**src/rtl/core_pkg.sv**
```systemverilog
// Shared core types: register file widths and the write-back entry carried
// from execute/memory to the register file write port.
package core_pkg;

   localparam int unsigned DATA_W  = 16;
   localparam int unsigned INDEX_W = 5;

   typedef struct packed {
      logic [INDEX_W-1:0] index;
      logic [DATA_W-1:0]  data;
   } wb_entry_t;

endpackage

```
**src/rtl/writeback_fifo.sv**
```systemverilog
// Pending-write FIFO: slot 0 is the oldest entry; two ordered push ports,
// one pop, and a valid-masked parallel view of every slot for forwarding.
module writeback_fifo
   import core_pkg::*;
#(
   parameter  int unsigned DEPTH = 2,
   localparam int unsigned CNT_W = $clog2(DEPTH + 1)
) (
   input  logic              clk,
   input  logic              reset_n,
   input  logic              push0_valid,
   input  wb_entry_t         push0_entry,
   input  logic              push1_valid,
   input  wb_entry_t         push1_entry,
   input  logic              pop,
   output logic [CNT_W-1:0]  count,
   output wb_entry_t         head,
   output wb_entry_t         entries [DEPTH],
   output logic [DEPTH-1:0]  entry_valid
);

   wb_entry_t        mem_q [DEPTH];
   wb_entry_t        mem_d [DEPTH];
   logic [CNT_W-1:0] count_q;
   logic [CNT_W-1:0] count_d;
   logic [CNT_W-1:0] base;
   logic [CNT_W-1:0] slot1;

   // Pop shifts toward slot 0 first; pushes then land just past the survivors.
   always_comb begin
      mem_d = mem_q;
      base  = count_q;
      if (pop && count_q != '0) begin
         for (int unsigned i = 0; i + 1 < DEPTH; i++) begin
            mem_d[i] = mem_q[i + 1];
         end
         base = count_q - CNT_W'(1);
      end
      slot1 = base + CNT_W'(push0_valid);
      for (int unsigned i = 0; i < DEPTH; i++) begin
         if (push0_valid && CNT_W'(i) == base) begin
            mem_d[i] = push0_entry;
         end
         if (push1_valid && CNT_W'(i) == slot1) begin
            mem_d[i] = push1_entry;
         end
      end
      count_d = slot1 + CNT_W'(push1_valid);
   end

   always_ff @(posedge clk or negedge reset_n) begin
      if (!reset_n) begin
         count_q <= '0;
         for (int unsigned i = 0; i < DEPTH; i++) begin
            mem_q[i] <= '0;
         end
      end else begin
         count_q <= count_d;
         mem_q   <= mem_d;
      end
   end

   always_comb begin
      for (int unsigned i = 0; i < DEPTH; i++) begin
         entry_valid[i] = CNT_W'(i) < count_q;
         entries[i]     = entry_valid[i] ? mem_q[i] : '0;
      end
   end

   assign count = count_q;
   assign head  = mem_q[0];

endmodule

```
**src/rtl/writeback_unit.sv**
```systemverilog
// Write-back stage: serialises ALU and load results in program order onto the
// single register file write port and exposes in-flight writes for bypassing.
module writeback_unit #(
   parameter int unsigned DEPTH   = 2,
   parameter int unsigned DATA_W  = 16,
   parameter int unsigned INDEX_W = 5
) (
   input  logic                         clk,
   input  logic                         reset_n,
   input  logic                         mem_valid,
   input  logic [INDEX_W-1:0]           mem_index,
   input  logic [DATA_W-1:0]            mem_data,
   input  logic                         alu_valid,
   input  logic [INDEX_W-1:0]           alu_index,
   input  logic [DATA_W-1:0]            alu_data,
   output logic                         stall,
   output logic [INDEX_W-1:0]           write_index,
   output logic [DATA_W-1:0]            write_data,
   output logic                         WRITE_ENABLE,
   input  logic [INDEX_W-1:0]           read_index_1,
   input  logic [INDEX_W-1:0]           read_index_2,
   output logic                         fwd_hit_1,
   output logic                         fwd_hit_2,
   output logic [DATA_W-1:0]            fwd_data_1,
   output logic [DATA_W-1:0]            fwd_data_2,
   output logic [$clog2(DEPTH+1)-1:0]   pending_count
);

   import core_pkg::*;

   localparam int unsigned CNT_W = $clog2(DEPTH + 1);

   logic [CNT_W-1:0] count;
   wb_entry_t        head;
   wb_entry_t        fifo_entries [DEPTH];
   logic [DEPTH-1:0] fifo_valid;
   wb_entry_t        mem_e;
   wb_entry_t        alu_e;
   wb_entry_t        cand;
   wb_entry_t        push0_entry;
   wb_entry_t        push1_entry;
   logic             cand_valid;
   logic             take_mem;
   logic             take_alu;
   logic             pop;
   logic             push0_valid;
   logic             push1_valid;

   // Depends on registered occupancy only, never on the valid inputs.
   assign stall         = (count == CNT_W'(DEPTH));
   assign pending_count = count;

   always_comb begin
      mem_e       = wb_entry_t'{index: mem_index, data: mem_data};
      alu_e       = wb_entry_t'{index: alu_index, data: alu_data};
      take_mem    = mem_valid && !stall;
      take_alu    = alu_valid && !stall;
      cand        = head;
      cand_valid  = 1'b1;
      pop         = 1'b0;
      push0_valid = 1'b0;
      push0_entry = mem_e;
      push1_valid = 1'b0;
      push1_entry = alu_e;
      if (count != '0) begin
         pop = 1'b1;
         if (take_mem) begin
            push0_valid = 1'b1;
            push1_valid = take_alu;
         end else begin
            push0_valid = take_alu;
            push0_entry = alu_e;
         end
      end else if (take_mem) begin
         cand        = mem_e;
         push0_valid = take_alu;
         push0_entry = alu_e;
      end else if (take_alu) begin
         cand = alu_e;
      end else begin
         cand_valid = 1'b0;
      end
   end

   writeback_fifo #(.DEPTH(DEPTH)) u_fifo (
      .clk         (clk),
      .reset_n     (reset_n),
      .push0_valid (push0_valid),
      .push0_entry (push0_entry),
      .push1_valid (push1_valid),
      .push1_entry (push1_entry),
      .pop         (pop),
      .count       (count),
      .head        (head),
      .entries     (fifo_entries),
      .entry_valid (fifo_valid)
   );

   always_ff @(posedge clk or negedge reset_n) begin
      if (!reset_n) begin
         WRITE_ENABLE <= 1'b0;
         write_index  <= '0;
         write_data   <= '0;
      end else begin
         WRITE_ENABLE <= cand_valid;
         if (cand_valid) begin
            write_index <= cand.index;
            write_data  <= cand.data;
         end
      end
   end

   // Oldest-to-youngest scan with later matches overriding, so the youngest wins.
   always_comb begin
      fwd_hit_1  = 1'b0;
      fwd_data_1 = '0;
      fwd_hit_2  = 1'b0;
      fwd_data_2 = '0;
      if (WRITE_ENABLE && write_index == read_index_1) begin
         fwd_hit_1  = 1'b1;
         fwd_data_1 = write_data;
      end
      if (WRITE_ENABLE && write_index == read_index_2) begin
         fwd_hit_2  = 1'b1;
         fwd_data_2 = write_data;
      end
      for (int unsigned i = 0; i < DEPTH; i++) begin
         if (fifo_valid[i] && fifo_entries[i].index == read_index_1) begin
            fwd_hit_1  = 1'b1;
            fwd_data_1 = fifo_entries[i].data;
         end
         if (fifo_valid[i] && fifo_entries[i].index == read_index_2) begin
            fwd_hit_2  = 1'b1;
            fwd_data_2 = fifo_entries[i].data;
         end
      end
   end

endmodule

```
**config.mk**
```make
export PLATFORM = sky130hd
export DESIGN_NAME = writeback_unit
export DESIGN_NICKNAME = d
export VERILOG_FILES = /design/src/rtl/core_pkg.sv /design/src/rtl/writeback_fifo.sv /design/src/rtl/writeback_unit.sv
export SDC_FILE = /design/constraint.sdc
export NUM_CORES = 1
export LEC_CHECK = 0
export CAP_MARGIN = 20
export CELL_PAD_IN_SITES_DETAIL_PLACEMENT = 0
export CELL_PAD_IN_SITES_GLOBAL_PLACEMENT = 1
export CORE_UTILIZATION = 35
export DETAILED_ROUTE_END_ITERATION = 8
export GPL_ROUTABILITY_DRIVEN = 0
export PLACE_DENSITY = 0.88
export REMOVE_ABC_BUFFERS = 1
export SLEW_MARGIN = 5
export SYNTH_ARGS = -nofsm -noshare
export SYNTH_HDL_FRONTEND = slang
export SYNTH_SLANG_ARGS = --single-unit
```
**constraint.sdc**
```tcl
create_clock -name clk -period 1.9 [get_ports clk]
set_input_delay 0.285 -clock clk [delete_from_list [all_inputs] [get_ports clk]]
set_output_delay 0.285 -clock clk [all_outputs]
set_load 0.1 [all_outputs]
```
After elaboration in Yosys (flattened, before gate mapping)
Index checks and enable logic that the tools add are counted.

$add $sub $neg: 3. Order comparisons: 2. Equality and inequality tests: 9. Multiplexer cells: 34. Reductions and logical operators: 19.

Operators by type and width (count): 21-bit two-way mux (13); 16-bit two-way mux (6); 5-bit equality test (6); 1-bit two-way mux (14); 1-bit logical AND (13); 2-bit by 1-bit adder with 2-bit output (2); 1-bit by 2-bit equality test with 1-bit output (first input constant) (2); 2-bit zero test (2); 1-bit by 2-bit < comparator with 1-bit output (first input constant) (2); 2-bit nonzero test (2); 3-bit nonzero test (1); 2-bit equality test (second input constant) (1); 2-bit two-way mux (1); 2-bit by 1-bit subtractor with 2-bit output (second input constant) (1); 1-bit zero test (1).

Flip-flop bits (word level): 66. Input port bits: 56. Output and inout port bits: 59. Word-level logic and storage cells: 75.

Longest topological paths before layout
Depth after elaboration: 9. Mapped depth: 8. Depth with buffers taken out: 6.

Cells and area by module
A second synthesis with hierarchy kept.

Cells, all modules: 600. Area, all modules: 5534.1 µm².

By module, submodules not included: writeback_fifo (times used 1, cells each 287, area an instance 3012.9 µm², seq. area each 1101.1 µm²); writeback_unit (times used 1, cells each 313, area an instance 2521.2 µm², seq. area each 550.5 µm²).

Worst setup path before layout
OpenSTA, ideal clock, no wires.

Kind: reg-to-output. Start point: register write_index[3]. End point: output port fwd_data_1[10]. Arrival time: 3.453 ns. Required time: 1.615 ns. Setup slack: -1.838 ns. Cell stages (with the launch flop): 7. Buffers on the path: 1. Cell sequence: dfrtp_1 > xor2_1 > nor4_4 > o211a_4 > buf_8 > a32oi_1 > a21oi_1.

Word-level cells in the longest chain between the ends: 5.

RTL lines: start, declared (line writeback_unit.sv:17) `output logic [INDEX_W-1:0] write_index,`; start signal, assigned (line writeback_unit.sv:107) `write_index <= cand.index;`; 5-bit equality test (line writeback_unit.sv:119) `if (WRITE_ENABLE && write_index == read_index_1) begin`; 1-bit logical AND (line writeback_unit.sv:119); 16-bit two-way mux (line writeback_unit.sv:119); 16-bit two-way mux (2 in a row) (line writeback_unit.sv:128) `if (fifo_valid[i] && fifo_entries[i].index == read_index_1) begin`; end, declared (line writeback_unit.sv:24) `output logic [DATA_W-1:0] fwd_data_1,`.

Every way passes these cells.

Worst setup path after layout
Start point: register u_fifo.mem_q[17] (netlist name). End point: output port fwd_data_1[8].

Word-level cells in the longest chain between the ends: 4.

RTL lines: start, declared (line writeback_fifo.sv:22) `wb_entry_t mem_q [DEPTH];`; start signal, assigned (line writeback_fifo.sv:59) `mem_q <= mem_d;`; 21-bit two-way mux (line writeback_fifo.sv:66) `entries[i] = entry_valid[i] ? mem_q[i] : '0;`; 5-bit equality test (line writeback_unit.sv:128); 1-bit logical AND (line writeback_unit.sv:128); 16-bit two-way mux (line writeback_unit.sv:128).

Every way passes these cells.

==> metrics.yaml <==
sta:
  holdWs_ps: -2.799
  relSlewSlack_pct: 62.35
  setup_ws_ps: -662.2
  rsz0062_at_grt: "true"
  slew_violations: 0
  hold_viol_final: 2
  tns_ps: -19720
  tightest_slew_ps: 564.8
  layout_min_cycle_time_ps: 2562
  finClkSkew_ps: 4.698
  max_freq_ghz: 0.3903
  period_share_pct: 134.9
  setup_viol: 34
drt:
  vias_per_cell: 6.274
  drc: 0
  post_drt_wl_per_cell_um: 22.74
  drtPass1Iterations: 6
  routed_wl_um: 17580
  vias: 4850
  ant_nets: 0
  drtIter0Drc: 485
layout:
  antenna_cells: 0
  finalCoreUtilization_pct: 62.13
  final_common_cell: "nand2_1"
  syn2layout_area_growth_pct: 72.55
  most-common-layout-cells: "nand2_1, buf_4, dfrtp_1, buf_12, clkdlybuf4s50_1"
  regArea_um2: 1652
  nFillCells: 889
  multi_input_area_um2: 2670
  fin_cells: 773
  layout-drive-gt1-share_pct: 38.10
  finalNetCount: 682
global_route:
  grt_overflow: 0
  grt_pass1_wl_um: 26970
  grt_max_degree: 43
  antenna_found_initial: 0
  grt_use_total_pct: 27.94
  grt_pass1_vias: 5025
place:
  dp.cells: 749
  io_buffer_count: 114
  hpwlAfterDp_um: 10830
  place_ws_ps: -789.8
job:
  drv_cap: 0
yosys:
  postSynthAreaPerCell_um2: 8.711
  synth_area_um2: 4129
  ys_seq_area_share_pct: 40.00
  synth.distinct_cells: 33
  ys_seq_elements: 66
  yosysWarningCount: 0
  synth_cells: 474
worst_setup_path:
  cp.required_ps: 1620
  cp_data_arrival_time_ps: 2280
  critical_path_buf_inv_count: 5
  critical_path_depth: 10
  worstRegToRegCells: 6
  crit_chain: "buf_6, xor2_1, nor4_2, buf_4, nand3_4, buf_6, a21oi_2, a21oi_1, buf_4, buf_12"
  slowest_stage: "dfrtp_1"
  cp_top_family: "buffers and inverters"
  slowest_delay_ps: 430
  crit_type: "flop to output pin"
  path_max_fanout: 5
  crit_path_end_kind: "output pin"
  cp-start-kind: "flop"
clock_network:
  clkTransAtPathRegs_ps: 60
  clkLatencyLatePin_ps: 330
  root_buffer: "clkbuf_16"
  clock-sinks: 66
  cts.path.max_buffers: 2
  htreeDepth: 3
  cts_tree: "built"
  cts_buffers: 9
  hold_buffers: 0
power_and_ir_drop:
  p_leak_nw: 2.846
  ir_drop_uv: 1411
  power_density_nw_per_um2: 1926
floorplan:
  chipHeight_um: 110.6
  start_util_pct: 36.01
  rows: 39
  die_w_um: 110.6
  coreArea_um2: 11470
  ios: 115
  die_area_um2: 12240
run_status:
  failed_checks: "hold timing, setup timing"
  run_status: "complete, but fails checks"
hold_path:
  hold_path.class: "input port to asynchronous set/reset pin"
state kept, by name, summed over array words and instances (netlist names):
register	flops
write_data	16
u_fifo.head	21
u_fifo.mem_q	21
u_fifo.count	2
WRITE_ENABLE	1
write_index	5
what timing repair did:
item	in CTS	in global routing
gates resized for setup	83	24
pin swaps	4	6
buffers inserted	3	2
endpoints found under the setup margin	35	37
cloned	6	0
cell families after synthesis:
group | count (synthesis) | share of synthesized area [%]
compound gates | 206 | 30.79
xor+xnor | 31 | 6.576
fa+ha+maj | 1 | 0.3030
buf+inv | 45 | 5.273
flops | 66 | 40.00
mux | 21 | 5.727
simple gates | 104 | 11.33
cell type report:
type                    instances  share of cell area (%)
clock inverters                 7                   1.756
clock buffers                   9                   3.161
flip-flops and latches         66                   23.18
multi-input cells             363                   37.48
inverters                       1                 0.05269
repair buffers                184                   31.86
well taps                     143                   2.511
per-layer routing:
metal	share of wire, %	global-route usage [%]	up-vias	wire length [um]
met5	0	0	-	0
met3	9.0	4.775	65	1588
li1	-	-	2086	-
met2	48	45.63	338	8519
met4	3.3	12.71	0	573
met1	39	36.12	2361	6899
per-stage QoR:
step	instance area [um2]	total power [mW]	hold slack, ps
2_1_floorplan	3915	7.943	-10.59
3_3_place_gp	6160	10.93	351.0
3_5_place_dp	6160	11.11	357.4
4_1_cts	6977	13.39	15.22
5_1_grt	7124	14.19	35.47
6_report	7124	13.72	-2.799
cells in the mapped netlist (all sizes together):
library cell	number	area share [%]
clkbuf	19	1.7
nand3b	1	0.18
nor2	12	1.2
ha	1	0.30
buf	25	3.5
a31oi	21	3.2
nand2	72	6.5
mux2	21	5.7
nor2b	1	0.15
xor2	16	3.4
nor3	1	0.12
a21oi	70	8.5
and2	2	0.30
a211oi	1	0.18
xnor2	15	3.2
and3	1	0.15
o21ai	33	4.0
o22ai	41	6.2
nor4	4	1.3
nand3	6	0.73
dfrtp	66	40
o31ai	4	0.73
inv	1	0.091
o211ai	2	0.36
a32oi	32	6.8
or2	2	0.30
nand2b	2	0.30
o211a	2	0.85
where the power goes:
part	total, mW	internal (mW)	switching (mW)
combinational	8.65	2.98	5.67
sequential	3.12	2.14	0.980
clock	1.96	1.30	0.660
total	13.7	6.41	7.31
path summary, 6_finish.rpt:
path / from / to / slack, ps
worst max-delay path: u_fifo.mem_q[17] / fwd_data_1[8] / -660
worst min-delay path: reset_n / u_fifo.mem_q[5] / -3
worst max register to register: u_fifo.count[1] / u_fifo.head[0] / 100
worst min register to register: u_fifo.head[11] / write_data[11] / 550
max in group asynchronous: reset_n / u_fifo.mem_q[1] / 1570
min in group clk: u_fifo.head[11] / write_data[11] / 550
No activity file was read; power rests on OpenSTA's default activity.
